### src/rtl/spu_pkg.sv
// Shared definitions for the SPU fixed-point shift/rotate pipeline:
// instruction formats, shift kinds, lane geometry, opcodes and the stage record.
package spu_pkg;

   typedef enum logic [2:0] {
      FMT_RR  = 3'd0,
      FMT_RI7 = 3'd1
   } format_e;

   typedef enum logic [1:0] {
      SK_SHL  = 2'd0,   // shift left, zero fill
      SK_ROT  = 2'd1,   // rotate left
      SK_ROTM = 2'd2    // logical shift right by negated count
   } shift_kind_e;

   localparam int VEC_W      = 128;
   localparam int HW_W       = 16;
   localparam int WORD_W     = 32;
   localparam int HW_LANES   = VEC_W / HW_W;
   localparam int WORD_LANES = VEC_W / WORD_W;

   // RR opcodes
   localparam logic [0:10] OP_NOP   = 11'b00000000000;
   localparam logic [0:10] OP_SHLH  = 11'b00001011111;
   localparam logic [0:10] OP_SHL   = 11'b00001011011;
   localparam logic [0:10] OP_ROTH  = 11'b00001011100;
   localparam logic [0:10] OP_ROT   = 11'b00001011000;
   localparam logic [0:10] OP_ROTHM = 11'b00001011101;
   localparam logic [0:10] OP_ROTM  = 11'b00001011001;

   // RI7 opcodes
   localparam logic [0:10] OP_SHLHI = 11'b00001111111;
   localparam logic [0:10] OP_SHLI  = 11'b00001111011;
   localparam logic [0:10] OP_ROTHI = 11'b00001111100;
   localparam logic [0:10] OP_ROTI  = 11'b00001111000;

   // One staging register: result, destination, write enable, unknown-op flag.
   typedef struct packed {
      logic [0:VEC_W-1] val;
      logic [0:6]       addr;
      logic             wr;
      logic             err;
   } stage_t;

endpackage

### src/rtl/spu_shift_lane.sv
// One halfword (W=16) or word (W=32) lane of the shift/rotate unit.
// i_cnt carries the low six bits of the lane's count source; higher bits
// never influence any of the supported operations.
module spu_shift_lane
   import spu_pkg::*;
#(
   parameter int W = 16
) (
   input  logic [W-1:0]  i_a,
   input  logic [5:0]    i_cnt,
   input  shift_kind_e   i_kind,
   output logic [W-1:0]  o_res
);

   localparam int         ROT_W    = (W == 16) ? 4 : 5;
   localparam logic [5:0] CNT_MASK = (W == 16) ? 6'h1F : 6'h3F;
   localparam logic [5:0] W6       = 6'(W);

   logic [5:0]     w_shl_cnt;
   logic [5:0]     w_rotm_cnt;
   logic [ROT_W-1:0] w_rot_cnt;
   logic [2*W-1:0] w_dbl;

   // Lane datapath: masked counts, then the selected shift or rotate.
   always_comb begin
      // NOTE: every output of a combinational block gets a default first so no path leaves it unassigned (no latch).
      o_res      = '0;
      w_shl_cnt  = i_cnt & CNT_MASK;
      w_rotm_cnt = (6'd0 - i_cnt) & CNT_MASK;
      w_rot_cnt  = i_cnt[ROT_W-1:0];
      w_dbl      = {i_a, i_a} << w_rot_cnt;
      case (i_kind)
         SK_SHL:  o_res = (w_shl_cnt >= W6) ? '0 : (i_a << w_shl_cnt);
         SK_ROT:  o_res = w_dbl[2*W-1:W];
         SK_ROTM: o_res = (w_rotm_cnt >= W6) ? '0 : (i_a >> w_rotm_cnt);
         default: o_res = '0;
      endcase
   end

endmodule

### src/rtl/simple_fixed_shift.sv
// SPU fixed-point shift/rotate pipe: decodes and computes in the capture
// cycle, then carries the result through LATENCY staging registers.
// Writeback is the last stage; every stage is exposed for bypassing.
module simple_fixed_shift
   import spu_pkg::*;
#(
   parameter int LATENCY = 4,
   parameter bit FWD_EN  = 1'b1
) (
   input  logic             clk,
   input  logic             reset,
   input  logic [0:10]      op,
   input  logic [2:0]       format,
   input  logic [0:6]       rt_addr,
   input  logic [0:VEC_W-1] ra,
   input  logic [0:VEC_W-1] rb,
   input  logic [0:17]      imm,
   input  logic             reg_write,
   input  logic             flush,
   output logic [0:VEC_W-1] rt_wb,
   output logic [0:6]       rt_addr_wb,
   output logic             reg_write_wb,
   output logic             err_wb,
   output logic [0:VEC_W-1] fwd_rt   [LATENCY],
   output logic [0:6]       fwd_addr [LATENCY],
   output logic             fwd_wr   [LATENCY]
);

   format_e          w_fmt;
   shift_kind_e      w_kind;
   logic             w_word;
   logic             w_use_imm;
   logic             w_known;
   logic             w_nop;
   logic [0:VEC_W-1] w_hw_res;
   logic [0:VEC_W-1] w_word_res;
   logic [0:HW_LANES-1] w_unused_rb;
   logic             w_unused;
   stage_t           w_cap;
   stage_t           r_stage [LATENCY];

   assign w_fmt = format_e'(format);

   // Decode format/opcode into shift kind, lane width and count source.
   always_comb begin
      w_kind    = SK_SHL;
      w_word    = 1'b0;
      w_use_imm = 1'b0;
      w_known   = 1'b1;
      w_nop     = 1'b0;
      case (w_fmt)
         FMT_RR: begin
            case (op)
               OP_NOP:   w_nop = 1'b1;
               OP_SHLH:  w_kind = SK_SHL;
               OP_SHL:   begin w_kind = SK_SHL;  w_word = 1'b1; end
               OP_ROTH:  w_kind = SK_ROT;
               OP_ROT:   begin w_kind = SK_ROT;  w_word = 1'b1; end
               OP_ROTHM: w_kind = SK_ROTM;
               OP_ROTM:  begin w_kind = SK_ROTM; w_word = 1'b1; end
               default:  w_known = 1'b0;
            endcase
         end
         FMT_RI7: begin
            w_use_imm = 1'b1;
            case (op)
               OP_SHLHI: w_kind = SK_SHL;
               OP_SHLI:  begin w_kind = SK_SHL; w_word = 1'b1; end
               OP_ROTHI: w_kind = SK_ROT;
               OP_ROTI:  begin w_kind = SK_ROT; w_word = 1'b1; end
               default:  w_known = 1'b0;
            endcase
         end
         default: w_known = 1'b0;
      endcase
   end

   // Halfword lanes; count is the low six bits of the matching rb halfword.
   for (genvar i = 0; i < HW_LANES; i++) begin : g_hw
      logic [5:0] w_cnt;
      assign w_cnt = w_use_imm ? imm[12:17] : rb[i*HW_W + HW_W - 6 +: 6];
      assign w_unused_rb[i] = ^rb[i*HW_W +: HW_W - 6];
      spu_shift_lane #(.W(HW_W)) u_lane (
         .i_a    (ra[i*HW_W +: HW_W]),
         .i_cnt  (w_cnt),
         .i_kind (w_kind),
         .o_res  (w_hw_res[i*HW_W +: HW_W])
      );
   end

   // Word lanes; count is the low six bits of the matching rb word.
   for (genvar i = 0; i < WORD_LANES; i++) begin : g_word
      logic [5:0] w_cnt;
      assign w_cnt = w_use_imm ? imm[12:17] : rb[i*WORD_W + WORD_W - 6 +: 6];
      spu_shift_lane #(.W(WORD_W)) u_lane (
         .i_a    (ra[i*WORD_W +: WORD_W]),
         .i_cnt  (w_cnt),
         .i_kind (w_kind),
         .o_res  (w_word_res[i*WORD_W +: WORD_W])
      );
   end

   // Count bits above the six that matter are intentionally ignored.
   assign w_unused = ^{imm[0:11], w_unused_rb};

   // Build the record captured into stage 0: nop, unknown op, or live result.
   always_comb begin
      w_cap = '0;
      if (!w_known) begin
         w_cap.addr = rt_addr;
         w_cap.err  = 1'b1;
      end else if (!w_nop) begin
         w_cap.val  = w_word ? w_word_res : w_hw_res;
         w_cap.addr = rt_addr;
         w_cap.wr   = reg_write;
      end
   end

   // Staging pipeline: reset beats flush beats capture.
   always_ff @(posedge clk) begin
      if (!reset || flush) begin
         // NOTE: every field of every stage is cleared, not just a valid bit, because fwd_* and err_wb expose raw stage contents.
         for (int k = 0; k < LATENCY; k++) r_stage[k] <= '0;
      end else begin
         // NOTE: non-blocking assignments make each stage take its predecessor's pre-edge value, independent of statement order.
         r_stage[0] <= w_cap;
         for (int k = 1; k < LATENCY; k++) r_stage[k] <= r_stage[k-1];
      end
   end

   assign rt_wb        = r_stage[LATENCY-1].val;
   assign rt_addr_wb   = r_stage[LATENCY-1].addr;
   assign reg_write_wb = r_stage[LATENCY-1].wr;
   assign err_wb       = r_stage[LATENCY-1].err;

   if (FWD_EN) begin : g_fwd
      for (genvar k = 0; k < LATENCY; k++) begin : g_stage
         assign fwd_rt[k]   = r_stage[k].val;
         assign fwd_addr[k] = r_stage[k].addr;
         assign fwd_wr[k]   = r_stage[k].wr;
      end
   end else begin : g_no_fwd
      for (genvar k = 0; k < LATENCY; k++) begin : g_stage
         assign fwd_rt[k]   = '0;
         assign fwd_addr[k] = '0;
         assign fwd_wr[k]   = 1'b0;
      end
   end

endmodule

### config.mk
export PLATFORM = sky130hd
export DESIGN_NAME = simple_fixed_shift
export DESIGN_NICKNAME = d
export VERILOG_FILES = /design/src/rtl/spu_pkg.sv /design/src/rtl/spu_shift_lane.sv /design/src/rtl/simple_fixed_shift.sv
export SDC_FILE = /design/constraint.sdc
export NUM_CORES = 2
export LEC_CHECK = 0
export BUFFER_PORTS_ARGS = -buffer_cell sky130_fd_sc_hd__buf_2
export CAP_MARGIN = 30
export CORE_ASPECT_RATIO = 0.9
export CORE_MARGIN = 2
export CORE_UTILIZATION = 30
export CTS_CLUSTER_DIAMETER = 120
export DETAILED_ROUTE_END_ITERATION = 8
export GPL_TIMING_DRIVEN = 0
export SLEW_MARGIN = 20
export SYNTH_ARGS = -nofsm -noshare
export SYNTH_HDL_FRONTEND = slang
export SYNTH_SLANG_ARGS = --single-unit
### constraint.sdc
create_clock -name clk -period 10.85 [get_ports clk]
set_input_delay 3.255 -clock clk [delete_from_list [all_inputs] [get_ports clk]]
set_output_delay 3.255 -clock clk [all_outputs]
set_load 0.05 [all_outputs]
======== Yosys cells after proc, flatten, opt, wreduce, memory -nomap -nowiden ========
Memory sizes are Yosys's and may differ from the RTL's.
Index checks and enable logic that the tools add are counted.
storage, ports and cells
  bits in registers ....................... 0
  RAM bits ................................ 548
  input bits .............................. 299
  memories ................................ 1
operators by class
  add/subtract/negate cells ............... 8
  order comparisons ....................... 24
  equality and inequality tests ........... 13
  shifts and indexed selects .............. 36
  multiplexer cells ....................... 69
  bitwise operators ....................... 4
  reduce and logical (&&, ||, !) cells .... 12
memories
  memory   depth  width  read ports  clocked after Yosys merged registers in  wr ports  line                      text
  r_stage  4      137    4           0                                        4         simple_fixed_shift.sv:40  stage_t r_stage [LATENCY];
operators with widths
  kind                                                       count
  two-way mux 137 bit                                        4
  case mux 16 bit (3 select lines)                           8
  case mux 32 bit (3 select lines)                           4
  two-way mux 128 bit                                        2
  two-way mux 16 bit                                         16
  two-way mux 32 bit                                         8
  << shifter 32 x 4 -> 32 bit                                8
  << shifter 64 x 5 -> 64 bit                                4
  two-way mux 136 bit                                        1
  << shifter 16 x 5 -> 16 bit                                8
  << shifter 32 x 6 -> 32 bit                                4
  >> shifter 16 x 5 -> 16 bit                                8
  >> shifter 32 x 6 -> 32 bit                                4
  == test 11 x 7 -> 1 bit (second input constant)            10
  greater-or-equal comparator 5 bit (second input constant)  16
  greater-or-equal comparator 6 bit (second input constant)  8
  two-way mux 6 bit                                          4
  subtractor 1 x 6 -> 6 bit (first input constant)           4
  two-way mux 5 bit                                          4
  subtractor 1 x 5 -> 5 bit (first input constant)           4
  two-way mux 1 bit                                          13
  zero test 11 bit                                           1
  case mux 2 bit (2 select lines)                            2
  OR reduction 2 bit                                         4
  other kinds (13)                                           17

======== Depth between registers and ports, before layout ========
  word-level depth ........................ 11
  depth in mapped cells ................... 22
  mapped depth without buffers ............ 13

======== Cells and area by module ========
Synthesis repeated with hierarchy kept, for this count alone.
second synthesis, totals
  cells, all modules ...................... 6553
  area, all modules ....................... 58547.4 µm²
by module, submodules not included
  module                                  times used  cells each  area each (µm²)  seq. area each (µm²)
  simple_fixed_shift                      1           1961        21541.9          10970.5
  spu_shift_lane at g_word[0].u_lane ...  4           632         5071.1           0.0
  spu_shift_lane at g_hw[0].u_lane ...    4           270         2117.0           0.0
  spu_shift_lane at g_hw[4].u_lane ...    4           246         2063.2           0.0

======== Worst setup path before layout ========
OpenSTA, ideal clock, no wires.
  path type ............................... in2reg
  start ................................... in format[1]
  end ..................................... mem r_stage[0][87] (netlist bit)
  arrival ................................. 6855 ps
  required time ........................... 10716 ps
  slack ................................... 3861 ps
  stages .................................. 21
  buffers on the path ..................... 8
  cell sequence ........................... buf_2 > and4bb_2 > buf_4 > a21o_1 > buf_2 > inv_2 > buf_6 > buf_4 > buf_2 > buf_2 > ha_1 > and2_1 > a22o_1 > nor2_2 > buf_6 > mux4_2 > nand3_1 > o31ai_1 > a2111oi_0 > o211a_1 > a211oi_1
RTL lines
  element      line                      text
  from (decl)  simple_fixed_shift.sv:13  input logic [2:0] format,
  to (decl)    simple_fixed_shift.sv:40

==> reports/results.ini <==
[critical_path]
r2r_start = r_stage[2][28]$_SDFF_PP0_
critical_path_required_ns = 11.44
critPathLaunchType = input pin
startpoint = format[1]
cp_common_cell = buf_6
cp-end-kind = flip-flop
r2r_end = r_stage[3][28]$_SDFF_PP0_
worst-setup-path-type = in -> reg
crit_fanout = 11
reg2reg_depth = 1
crit_arrival_ns = 10.25
worstPathCellList = buf_2 -> or3b_1 -> buf_6 -> buf_6 -> buf_6 -> a21o_1 -> inv_1 -> buf_4 -> clkbuf_1 -> ha_1 -> nor3b_1 -> mux2i_1 -> xnor2_2 -> nand2_1 -> nor2_2 -> nand2_2 -> a21oi_1 -> nor4_1 -> a21oi_1
cp_slowest_cell = nor3b_1
path_buf_inv = 7
crit_family = simple AND/OR/NAND/NOR gates
cp_slowest_stage_delay_ns = 0.73
rrSetupSlack_ns = 9.98

[yosys]
syn_inst = 6147
synth_area_leader_cell = dfxtp_1
synth.distinct_cells = 118
synthesis.area_um2 = 48200
async_flop_share_pct = 0
ys_ff_latch = 548
yosysTopAreaCellShare_pct = 22.7
synth.most_common_cell = mux2i_1
synthFlopType = dfxtp_1
ys_top_cells_by_area = dfxtp_1 (23%), mux2i_1 (15%), buf_4 (9.2%), and2_1 (6.0%), nand2_1 (5.0%)
seq_area_frac_synth_pct = 22.7
syn_avg_cell_area_um2 = 7.85
yosys-top-cells-count = mux2i_1 (743), nand2_1 (642), buf_4 (594)
synth_edf_count = 0
yosys_warnings = 0
synth_nets = 6455

[die]
fp.dieArea_um2 = 164000
pin_count = 980
core-area_um2 = 160000
fp.dieW_um = 427
rows = 139
die_h_um = 384
start_util_pct = 30.2

[hold_path]
hold_end = r_stage[1][0]$_SDFF_PP0_
hp-start = r_stage[0][0]$_SDFF_PP0_
hold_depth = 1
hp-class = reg -> reg

[grt]
overflow = 0
grt_pass1_wl_mm = 466
gr-usage-all-layers_pct = 40.8
grt_pass1_vias = 53000
antenna_found_initial = 36
grt_max_degree = 17

[power_and_ir_drop]
irDropWorstVdd_v = 0.000136
p_per_area_nw_per_um2 = 116
p_leak_nw = 27.1
p_total_w = 0.00673

[placement]
port_buffers = 851
dp_cells = 9154
gp_congestion = 1.10
post-place-ws_ns = 1.00
dp_hpwl_mm = 285

[timing]
hold_violations = 0
max_freq_mhz = 104
max_slew_margin_pct = 11.4
fin_skew_ns = 0.0143
tightest_slew_ns = 1.31
min_period_ns = 9.66
setup_viol = 0
worst_slack_ns = 1.19
finalSetupTns_ns = 0
min_period_over_period_pct = 89.0
maxSlewViolCount = 0
rsz0062_at_grt = no

[detailed_routing]
vias = 57400
avgViaCountPerCell = 6.17
dr.pass1.iters = 7
drt-wirelength-per-cell_um = 37.9
drt-total-wl_mm = 352
ant_nets = 0
drt_iter0_drc = 8537
drc = 0

[cts]
max-clock-path-buffers = 3
cts_made_buffers = 59
cts-resized-gates = 0
cts_root_buf = clkbuf_16
h-tree-depth = 2
cts_tree = yes
cts_setup_buffers = 0
numClockSinks = 548
hold_buffers = 0
insertion_delay_ns = 0.67
path_clk_slew_ns = 0.06

[final_layout]
num-fill-cells = 16900
layout.cells.non_filler = 9297
largest_registers = r_stage (548)
area_growth_pct = 20.2
largest_reg_flops = 548
drive_above_1_share_pct = 29.0
top_register = r_stage
nNetsFinal = 7417

[outcome]
status = finished clean

[flow_run]
cap_violations = 0

[final cells by class]
cell class	count	area [um^2]	area share (%)
Inverter	40	161	0.278
Timing Repair Buffer	901	4970	8.57
Clock inverter	22	279	0.481
Antenna cell	31	77.6	0.134
Multi-Input combinational cell	4471	30500	52.5
Sequential cell	548	11000	18.9
Clock buffer	81	1650	2.84
Buffer	1088	6780	11.7
Tap cell	2115	2650	4.56
[cells in the final DEF (no fill, tap or decap), types with 86 or more instances in the layout]
cell and instances:
nand2_1 642, buf_2 1013, o22ai_1 86, nor2_1 313, nor3_1 116, buf_4 601, nand3_1 164, clkbuf_1 255
and2_1 459, mux2i_1 742, a211oi_1 167, a21oi_1 414, dfxtp_1 548, o21ai_0 275, a31oi_1 97
[report_power, final]
| part | switching [W] | total (W) | leakage [nW] | internal, W |
|---|---|---|---|---|
| clock | 0.000865 | 0.00202 | 0.937 | 0.00116 |
| combinational | 0.00193 | 0.00269 | 21.7 | 0.000757 |
| sequential | 0.00000115 | 0.00202 | 4.41 | 0.00201 |
[kinds of logic (layout without fill, tap and decap cells)]
| kind of cell | Yosys count | in the layout | synth area share (%) |
|---|---|---|---|
| AO/OA/AOI/OAI | 1664 | 1664 | 23.4 |
| XOR/XNOR | 41 | 41 | 1.09 |
| adder cells (fa/ha/maj) | 9 | 9 | 0.233 |
| buffers and inverters | 1128 | 2132 | 14.3 |
| flip-flops | 548 | 548 | 22.7 |
| multiplexers | 859 | 859 | 19.1 |
| other | 0 | 31 | 0 |
| AND/OR/NAND/NOR | 1898 | 1898 | 19.2 |
[how the worst max path moves through the flow]
stage                                 to  slack [ns]  depth (start not counted)
2_1_floorplan  r_stage[0][87]$_SDFF_PP0_        3.86                         21
3_3_place_gp   r_stage[0][55]$_SDFF_PP0_        0.76                         19
3_5_place_dp   r_stage[0][55]$_SDFF_PP0_        1.00                         19
4_1_cts        r_stage[0][55]$_SDFF_PP0_        1.68                         19
5_1_grt        r_stage[0][55]$_SDFF_PP0_        1.49                         19
6_report       r_stage[0][55]$_SDFF_PP0_        1.19                         19
[through the flow]
stage / instance area (um^2) / hold WS [ns] / util (%)
after detailed placement: 55900 / 0.410 / 35.0
after floorplan: 48200 / 0.406 / -
after CTS: 57900 / 0.424 / 36.2
final: 58000 / 0.424 / 36.3
after global placement: 55100 / 0.408 / 34.5
after global routing: 58000 / 0.443 / 36.3
[per-layer routing]
metal | routed length (um) | share of wire (%) | vias to the layer above | track usage, %
met5 | 166 | 0.047 | - | 0
met4 | 27300 | 7.7 | 24 | 26.2
met3 | 38300 | 11 | 928 | 11.0
met2 | 147000 | 42 | 4479 | 60.2
met1 | 140000 | 40 | 28100 | 52.2
li1 | - | - | 23800 | -
Note: power is estimated with default switching activity, not from simulation.
